**config.mk**
```make
export PLATFORM = sky130hd
export DESIGN_NAME = serial_adder_ctrl
export DESIGN_NICKNAME = d
export VERILOG_FILES = /design/src/rtl/serial_adder_pkg.sv /design/src/rtl/serial_adder_ctrl_full_adder.sv /design/src/rtl/serial_adder_ctrl.sv
export SDC_FILE = /design/constraint.sdc
export NUM_CORES = 1
export LEC_CHECK = 0
export ABC_AREA = 1
export BUFFER_PORTS_ARGS = -buffer_cell sky130_fd_sc_hd__clkbuf_2
export CORE_ASPECT_RATIO = 0.8
export CORE_UTILIZATION = 45
export CTS_CLUSTER_DIAMETER = 100
export DETAILED_ROUTE_END_ITERATION = 8
export GPL_ROUTABILITY_DRIVEN = 0
export PLACE_DENSITY = 0.73
export SLEW_MARGIN = 20
export SYNTH_ARGS = -nofsm -noshare
export SYNTH_HDL_FRONTEND = slang
export SYNTH_SLANG_ARGS = --single-unit
```
**constraint.sdc**
```tcl
create_clock -name clk -period 1.8 [get_ports clk]
set_clock_uncertainty 0.2 [all_clocks]
set_input_delay 0.45 -clock clk [delete_from_list [all_inputs] [get_ports clk]]
set_output_delay 0.45 -clock clk [all_outputs]
set_load 0.1 [all_outputs]
```
**src/rtl/serial_adder_pkg.sv**
```systemverilog
//------------------------------------------------------------------------------
// Module   : serial_adder_pkg
// Brief    : State encoding and default width shared by the serial adder block.
// Revision : 1.0
//------------------------------------------------------------------------------
`default_nettype none

package serial_adder_pkg;

  localparam int unsigned DEFAULT_WIDTH = 8;

  localparam logic [1:0] ST_IDLE = 2'd0;
  localparam logic [1:0] ST_RUN  = 2'd1;
  localparam logic [1:0] ST_DONE = 2'd2;

endpackage : serial_adder_pkg

`default_nettype wire

```
**src/rtl/serial_adder_ctrl_full_adder.sv**
```systemverilog
//------------------------------------------------------------------------------
// Module   : full_adder
// Brief    : Single-bit full adder, the one-bit datapath of the serial adder.
// Revision : 1.0
//------------------------------------------------------------------------------
`default_nettype none

module full_adder (
  input  logic a,
  input  logic b,
  input  logic cin,
  output logic sum,
  output logic cout
);

  assign sum  = a ^ b ^ cin;
  assign cout = (a & b) | (cin & (a ^ b));

endmodule : full_adder

`default_nettype wire

```
**src/rtl/serial_adder_ctrl.sv**
```systemverilog
//------------------------------------------------------------------------------
// Module   : serial_adder_ctrl
// Brief    : Bit-serial WIDTH-bit adder controller, LSB first, with valid/ready
//            handshakes on operand input and result output.
//            Define SERIAL_ADDER_OVF_EN to add the signed overflow output ovf.
// Revision : 1.0
//------------------------------------------------------------------------------
`default_nettype none

module serial_adder_ctrl
  import serial_adder_pkg::*;
#(
  parameter int unsigned WIDTH = DEFAULT_WIDTH
) (
  input  logic             clk,
  input  logic             rst_n,
  input  logic             in_valid,
  output logic             in_ready,
  input  logic [WIDTH-1:0] a,
  input  logic [WIDTH-1:0] b,
  input  logic             cin,
  output logic             out_valid,
  input  logic             out_ready,
  output logic [WIDTH-1:0] sum,
  output logic             cout,
`ifdef SERIAL_ADDER_OVF_EN
  output logic             ovf,
`endif
  output logic             busy
);

  localparam int unsigned CNT_W = $clog2(WIDTH);
  localparam logic [CNT_W-1:0] C_LAST_BIT = CNT_W'(WIDTH - 1);

  logic [1:0]       state_q, state_d;
  logic [WIDTH-1:0] op_a_q, op_a_d;
  logic [WIDTH-1:0] op_b_q, op_b_d;
  logic [WIDTH-1:0] sum_q, sum_d;
  logic             carry_q, carry_d;
  logic [CNT_W-1:0] bit_cnt_q, bit_cnt_d;

  logic w_fa_sum;
  logic w_fa_cout;
  logic w_accept;
  logic w_last_step;

  assign w_accept    = (state_q == ST_IDLE) && in_valid;
  assign w_last_step = (state_q == ST_RUN) && (bit_cnt_q == C_LAST_BIT);

  full_adder u_full_adder (
    .a    (op_a_q[0]),
    .b    (op_b_q[0]),
    .cin  (carry_q),
    .sum  (w_fa_sum),
    .cout (w_fa_cout)
  );

  // State register
  always_ff @(posedge clk) begin
    if (!rst_n) begin
      state_q <= ST_IDLE;
    end else begin
      state_q <= state_d;
    end
  end

  // Next-state logic
  always_comb begin
    state_d = state_q;
    case (state_q)
      ST_IDLE: if (in_valid)    state_d = ST_RUN;
      ST_RUN:  if (w_last_step) state_d = ST_DONE;
      ST_DONE: if (out_ready)   state_d = ST_IDLE;
      default:                  state_d = ST_IDLE;
    endcase
  end

  // Output decode, purely from registered state
  always_comb begin
    in_ready  = (state_q == ST_IDLE);
    out_valid = (state_q == ST_DONE);
    busy      = (state_q != ST_IDLE);
  end

  always_comb begin
    op_a_d    = op_a_q;
    op_b_d    = op_b_q;
    sum_d     = sum_q;
    carry_d   = carry_q;
    bit_cnt_d = bit_cnt_q;
    if (w_accept) begin
      op_a_d    = a;
      op_b_d    = b;
      sum_d     = '0;
      carry_d   = cin;
      bit_cnt_d = '0;
    end else if (state_q == ST_RUN) begin
      // Sum bits enter at the MSB so bit 0 lands at the LSB after WIDTH steps.
      op_a_d    = {1'b0, op_a_q[WIDTH-1:1]};
      op_b_d    = {1'b0, op_b_q[WIDTH-1:1]};
      sum_d     = {w_fa_sum, sum_q[WIDTH-1:1]};
      carry_d   = w_fa_cout;
      bit_cnt_d = bit_cnt_q + CNT_W'(1);
    end
  end

  always_ff @(posedge clk) begin
    if (!rst_n) begin
      op_a_q    <= '0;
      op_b_q    <= '0;
      sum_q     <= '0;
      carry_q   <= 1'b0;
      bit_cnt_q <= '0;
    end else begin
      op_a_q    <= op_a_d;
      op_b_q    <= op_b_d;
      sum_q     <= sum_d;
      carry_q   <= carry_d;
      bit_cnt_q <= bit_cnt_d;
    end
  end

  assign sum  = sum_q;
  assign cout = carry_q;

`ifdef SERIAL_ADDER_OVF_EN
  logic c_msb_in_q, c_msb_in_d;
  logic ovf_q, ovf_d;

  // Overflow is the carry into the MSB differing from the carry out of it.
  always_comb begin
    c_msb_in_d = c_msb_in_q;
    ovf_d      = ovf_q;
    if (w_accept) begin
      c_msb_in_d = 1'b0;
      ovf_d      = 1'b0;
    end else if (w_last_step) begin
      c_msb_in_d = carry_q;
      ovf_d      = carry_q ^ w_fa_cout;
    end
  end

  always_ff @(posedge clk) begin
    if (!rst_n) begin
      c_msb_in_q <= 1'b0;
      ovf_q      <= 1'b0;
    end else begin
      c_msb_in_q <= c_msb_in_d;
      ovf_q      <= ovf_d;
    end
  end

  assign ovf = ovf_q;
`endif

endmodule : serial_adder_ctrl

`default_nettype wire

```
==> out/metrics.yaml, run 1 <==
status:
  status: "finished clean"
die:
  rows: 17
  die_h_um: 51.4
  start_util_pct: 48.4
  coreArea_um2: 2830
  die_area_um2: 3270
  ios: 33
  die_w_um: 63.7
logic_synthesis:
  synth_most_common_cell: "nand2_1"
  ys_warn_count: 0
  syn_avg_cell_area_um2: 6.75
  ys.flop_type: "dfxtp_1"
  synth-edff-count: 0
  ys_types: 19
  synth_top_area_share_pct: 43.8
  synth_commonest_cells: "nand2_1, nor2_1, dfxtp_1"
  post_synth_main_area_contributors: "dfxtp_1, nand2_1, nor2_1, nand3_1, inv_1"
  synth_area_um2: 1370
  ys_ff_latch: 30
  yosysTopAreaCell: "dfxtp_1"
  synth_cells: 203
  synth_fp_nets: 227
  ys_seq_area_share_pct: 43.8
  synth_async_sr_flop_share_pct: 0
clocking:
  cts_buffers: 5
  clk_path_buf_depth: 2
  cts_max_level: 2
  hold_buffers: 0
  cts.clk_slew.worst_paths_ns: 0.06
  root_buffer: "clkbuf_8"
  cts_tree: "yes"
  cts_sinks: 30
  clk_latency_ns: 0.27
drt:
  totalWireLength_um: 2760
  routedWlPerCell_um: 9.86
  drc: 0
  first_pass_iters: 4
  postRouteAntennaNets: 0
  vias: 1296
  viasPerCell: 4.63
  first_iter_violations: 44
sta:
  worstMarginPinSlew_ns: 0.411
  hold_viol_final: 0
  fmax_mhz: 571
  post-route-period-util_pct: 97.3
  min_period_ns: 1.75
  finalSetupViolations: 0
  maxSlewHeadroom_pct: 72.5
  drv_slew: 0
  grt_setup_unrepaired: "false"
power_and_ir_drop:
  p_leak_uw: 0.000935
  p_comb_share_pct: 15.8
  swShare_pct: 26.2
  switchingPower_uw: 417
  vdd_ir_drop_max_v: 0.000704
  cellPowerDensity_nw_per_um2: 896
  intPower_uw: 1170
  p_seq_share_pct: 44.9
  p_clk_share_pct: 39.3
finish:
  diodes: 0
  fill_cells: 276
  layout.nets: 265
  stdcell_count: 280
  drive_above_1_share_pct: 23.6
  areaGrowthSynthToFinish_pct: 29.5
  multiInputGateArea_um2: 642
  fin_area_um2: 1770
  regArea_um2: 604
global_routing:
  grt_pass1_wl_um: 4840
  grt_pass1_vias: 1202
  overflow: 0
  antenna_found_initial: 0
  grt_usage_pct: 19.4
  grt_start_max_net_pins: 19
setup_path:
  cp_data_required_time_ns: 1.15
  critPathKind: "reg -> out"
  max_stage_delay_ns: 0.37
  cp_num_buf_inv: 2
  arrival_ns: 1.10
  cp_max_fo: 5
  critPathTopFamily: "flip-flops"
  reg2reg_slack_ns: 0.37
  start_kind: "flip-flop"
  cp-end-kind: "output pin"
  path_cells: "nor2_4, buf_4, buf_12"
  crit_path_top_delay_cell: "dfxtp_2"
placement:
  io_buffers: 32
  placed_cells: 270
  place_area_um2: 1650
  dpl.hpwl_um: 1960
flow_run:
  maxCapViolCount: 0
min_path:
  hp-class: "in -> reg"
-- worst min-delay path: cells and delay by family --
family                 cells  cell delay (ns)
AO/OA/AOI/OAI              1             0.05
buffers and inverters      1             0.08
AND/OR/NAND/NOR            1             0.05
-- worst paths after layout --
kind	depth (start not counted)	from	end
max	3	state_q[0]	in_ready
min	3	a[7]	op_a_q[7]
max reg2reg	5	state_q[0]	bit_cnt_q[2]
min reg2reg	2	sum[0]	sum[0]
-- area by class of cell --
class                      count  area share, %
inverter                      21           4.65
tap                           38           2.68
timing repair buffer          40           16.2
sequential                    30           34.1
clock buffer                   8           6.21
multi-input combinational    143           36.2
-- what timing repair did --
action	4_1_cts	5_1_grt
resized for setup	1	0
buffers inserted	2	0
endpoints found under the setup margin	2	0
-- cell usage in the layout (no fill, tap or decap) --
| cell type | synthesis | final |
|---|---|---|
| inv_1 | 19 | 18 |
| dfxtp_1 | 30 | 27 |
| o21ai_2 | 1 | 1 |
| buf_4 | 2 | 17 |
| xor2_1 | 1 | 1 |
| dfxtp_2 | 0 | 3 |
| o21a_1 | 1 | 1 |
| buf_12 | 0 | 3 |
| clkbuf_8 | 0 | 8 |
| nand2_1 | 74 | 74 |
| nor2_4 | 1 | 3 |
| clkinvlp_4 | 0 | 1 |
| a21oi_1 | 13 | 13 |
| clkbuf_2 | 0 | 20 |
| nor2_1 | 33 | 32 |
| ha_1 | 2 | 2 |
| inv_2 | 1 | 1 |
| fa_1 | 1 | 1 |
| clkinv_1 | 1 | 1 |
| nand3_1 | 15 | 15 |
-- flip-flops by register name (all words and copies together) (netlist names) --
| register | count |
|---|---|
| bit_cnt_q | 3 |
| op_b_q | 8 |
| cout | 1 |
| op_a_q | 8 |
| sum | 8 |
| state_q | 2 |
-- logic make-up (layout without fill, tap and decap cells) --
family | after synthesis | in the layout | share of synthesized area (%)
adders and majority gates | 3 | 3 | 3.29
xor gates and xnor gates | 1 | 1 | 0.639
and+or+nand+nor | 124 | 124 | 36.1
buffers and inverters | 30 | 69 | 10.2
DFF | 30 | 30 | 43.8
AOI/OAI and AO/OA | 15 | 15 | 5.94
-- routing by layer --
| layer | vias to the layer above | GRT usage, % | wire length, um |
|---|---|---|---|
| met2 | 30 | 32.4 | 1250 |
| li1 | 694 | - | - |
| met5 | - | 0 | 0 |
| met3 | 5 | 5.13 | 143 |
| met4 | 0 | 8.33 | 33 |
| met1 | 567 | 23.6 | 1340 |
-- power by group through the flow --
stage / logic (uW) / clock network (uW) / registers (uW)
2_1_floorplan: 166 / 0 / 743
3_3_place_gp: 245 / 0 / 728
3_5_place_dp: 247 / 0 / 729
4_1_cts: 253 / 637 / 714
5_1_grt: 279 / 665 / 718
6_report: 251 / 624 / 714
-- per-stage QoR --
| step | TNS, ns | total power [uW] | utilization, % | setup slack, ns | hold slack (ns) |
|---|---|---|---|---|---|
| finish | 0 | 1590 | 62.7 | 0.0478 | 0.200 |
| global route | 0 | 1660 | 62.7 | 0.00853 | 0.196 |
| CTS | 0 | 1600 | 62.7 | 0.0315 | 0.196 |
| detailed placement | 0 | 976 | 58.2 | 0.198 | 0.257 |
| global placement | 0 | 973 | 58.2 | 0.220 | 0.255 |
| floorplan | -0.0632 | 909 | - | -0.0632 | 0.243 |
(Power assumes the default switching activity.)
==> run 2, diff against run 1 <==
ABC_AREA = 0   (was 1)
==> run 2 against run 1 <==
Net effect: the run now ends with negative setup slack left; wire length is 8.6% lower; design area decreased by 6.2%; via count shrank 17%; setup slack worse by 0.11 ns; global-route usage decreased by 0.70 points; flip-flop and latch count stayed put; clock power fell by 34%; first-iteration DRC count is 6.8% lower; synthesized cell count fell by 30%; cell count decreased by 23%; critical path type unchanged; largest cell class unchanged; largest power group unchanged.
==> out/metrics.yaml, run 2 <==
die:
  rows: 17  # unchanged
  die_h_um: 50.3  # -2.0%
  start_util_pct: 47.5  # -0.92 points
  die_area_um2: 3140  # -4.0%
  die_w_um: 62.4  # -2.0%
  coreArea_um2: 2770  # -2.3%
  ios: 33  # unchanged
logic_synthesis:
  post_synth_main_area_contributors: "dfxtp_1, o221ai_2, nor2_1, nand2_1, a21oi_1"
  ys_ff_latch: 30  # unchanged
  syn_avg_cell_area_um2: 9.19  # +36%
  synth-edff-count: 0  # unchanged
  synth_top_area_share_pct: 45.7  # +1.9 points
  synth_cells: 143  # -30%
  synth_most_common_cell: "nor2_1"
  synth_commonest_cells: "nor2_1, dfxtp_1, nand2_1"
  synth_async_sr_flop_share_pct: 0  # unchanged
  ys_types: 26  # +7
  synth_fp_nets: 167  # -26%
  ys_seq_area_share_pct: 45.7  # +1.9 points
  ys_warn_count: 0  # unchanged
  synth_area_um2: 1310  # -4.1%
  ys.flop_type: "dfxtp_1"
  yosysTopAreaCell: "dfxtp_1"
global_routing:
  grt_usage_pct: 18.7  # -0.70 points
  grt_pass1_vias: 1040  # -13%
  overflow: 0  # unchanged
  grt_start_max_net_pins: 26  # +7
  antenna_found_initial: 0  # unchanged
  grt_pass1_wl_um: 4430  # -8.5%
sta:
  setup_tns_ns: -0.0578  # -0.0578 ns
  maxSlewHeadroom_pct: 78.0  # +5.4 points
  min_period_ns: 1.86  # +0.106 ns
  finalSetupViolations: 1  # +1
  worstMarginPinSlew_ns: 0.330  # -0.0805 ns
  fmax_mhz: 538  # -5.7%
  grt_setup_unrepaired: "true"
  hold_viol_final: 0  # unchanged
  drv_slew: 0  # unchanged
  setup_ws_ns: -0.0578  # -0.106 ns
  post-route-period-util_pct: 103  # +5.9 points
clocking:
  cts.clk_slew.worst_paths_ns: 0.10  # +0.04 ns
  clk_path_buf_depth: 2  # unchanged
  cts_max_level: 2  # unchanged
  cts_sinks: 30  # unchanged
  root_buffer: "clkbuf_4"
  cts_buffers: 5  # unchanged
  clk_latency_ns: 0.32  # +0.05 ns
  cts_tree: "yes"
drt:
  first_iter_violations: 41  # -6.8%
  totalWireLength_um: 2520  # -8.6%
  viasPerCell: 4.95  # +7.0%
  vias: 1075  # -17%
  routedWlPerCell_um: 11.6  # +18%
  first_pass_iters: 4  # unchanged
  drc: 0  # unchanged
  postRouteAntennaNets: 0  # unchanged
status:
  status: "finished with violations"
  violations: "negative setup slack"
min_path:
  hp-class: "in -> reg"
setup_path:
  crit_start: "state_q[1]"
  crit_end: "in_ready"
  crit_cells: 3  # unchanged
  r2r-start: "state_q[1]"
  worstReg2RegEnd: "op_a_q[2]"
  critPathKind: "reg -> out"
  r2r_cells: 5  # unchanged
  cp_data_required_time_ns: 1.15  # about the same
  cp_num_buf_inv: 2  # unchanged
  max_stage_delay_ns: 0.36  # about the same
  cp-end-kind: "output pin"
  arrival_ns: 1.21  # +0.11 ns
  start_kind: "flip-flop"
  crit_path_top_delay_cell: "dfxtp_4"
  path_cells: "or2_4, clkinvlp_4, buf_12"
  reg2reg_slack_ns: 0.06  # -0.31 ns
  cp_max_fo: 4  # -1
  critPathTopFamily: "flip-flops"
power_and_ir_drop:
  p_leak_uw: 0.000680  # -27%
  vdd_ir_drop_max_v: 0.000565  # -20%
  cellPowerDensity_nw_per_um2: 836  # -6.7%
finish:
  layout.nets: 202  # -24%
  areaGrowthSynthToFinish_pct: 26.7
  diodes: 0  # unchanged
  fin_util_pct: 60.2  # -2.5 points
  final_cell_mix: "nor2_1, dfxtp_1, nand2_1, clkbuf_2, buf_4"
  fill_cells: 244  # -12%
  layout_commonest_cell: "nor2_1"
  drive_above_1_share_pct: 36.9  # +13 points
flow_run:
  maxCapViolCount: 0  # unchanged
placement:
  io_buffers: 32  # unchanged
  place_ws_ns: 0.0880  # -0.111 ns
  dpl.hpwl_um: 1780  # -9.0%
[run 2: changes by cell type after synthesis, sizes merged, moves of 2 or more]
cell     previous run  this run
nand2              74        21
inv                20         3
nand3              15         0
o221ai              0        15
a21oi              13        10
nor2               35        32
a21boi              0         2
clkbuf              1         3
nand4bb             0         2
nor2b               0         2
[run 2: what timing repair did]
action	4_1_cts	5_1_grt
cloned	0	0
setup endpoints to repair	3	7
hold buffers	0	0
pin swaps	0	1
buffers inserted	3	0
resized for setup	4	1
[run 2: per-stage QoR]
step,instance area (um2),hold slack (ns),power [uW],cells
after floorplan,1330,0.237,922,143
after CTS,1660,0.173,1410,217
after global placement,1570,0.243,982,206
after detailed placement,1570,0.252,993,206
final,1660,0.197,1390,217
after global routing,1660,0.185,1480,217
[run 2: worst reg2reg max path, stage by stage, from the launching register on]
cell	delay [ns]
dfxtp_4	0.36
buf_4	0.15
or3b_1	0.47
buf_12	0.20
o221ai_1	0.17
nor2_1	0.07
[run 2: cells by family after synthesis]
| logic type | count (synthesis) | synth area share (%) |
|---|---|---|
| simple gates | 62 | 20.7 |
| compound gates | 31 | 21.8 |
| buf+inv | 15 | 6.95 |
| mux | 1 | 0.762 |
| xor+xnor | 1 | 0.667 |
| flops | 30 | 45.7 |
| fa+ha+maj | 3 | 3.43 |
[run 2: worst min-delay path by stage]
stage | startpoint | endpoint | slack (ns) | cells past startpoint
floorplan | bit_cnt_q[1] | bit_cnt_q[1] | 0.24 | 2
global placement | sum[0] | sum[0] | 0.24 | 2
detailed placement | sum[0] | sum[0] | 0.25 | 2
CTS | rst_n | state_q[1] | 0.17 | 2
global route | a[7] | op_a_q[7] | 0.19 | 3
finish | rst_n | state_q[1] | 0.20 | 2
[run 2: area by class of cell]
cell class	instances	area, um2	share of cell area, %
clock buffers	6	51.3	3.08
clock inverters	2	12.5	0.752
inverters	3	15.0	0.902
multi-input cells	98	628	37.7
flip-flops and latches	30	609	36.6
repair buffers	40	300	18.0
well taps	38	47.5	2.86
[run 2: metal layers]
metal / vias up / GRT usage [%] / wire length, um / part of all wire, %
met1: 481 / 20.1 / 1130 / 45
met2: 31 / 32.6 / 1210 / 48
li1: 559 / - / - / -
met3: 4 / 6.82 / 130 / 5.2
met4: 0 / 9.30 / 48 / 1.9
met5: - / 0 / 0 / 0
[run 2: power by group]
group / switching [uW] / internal, uW / total, uW / leakage (uW)
Sequential: 26.2 / 701 / 727 / 0.000248
Combinational: 151 / 102 / 252 / 0.000398
Clock: 224 / 187 / 412 / 0.0000343
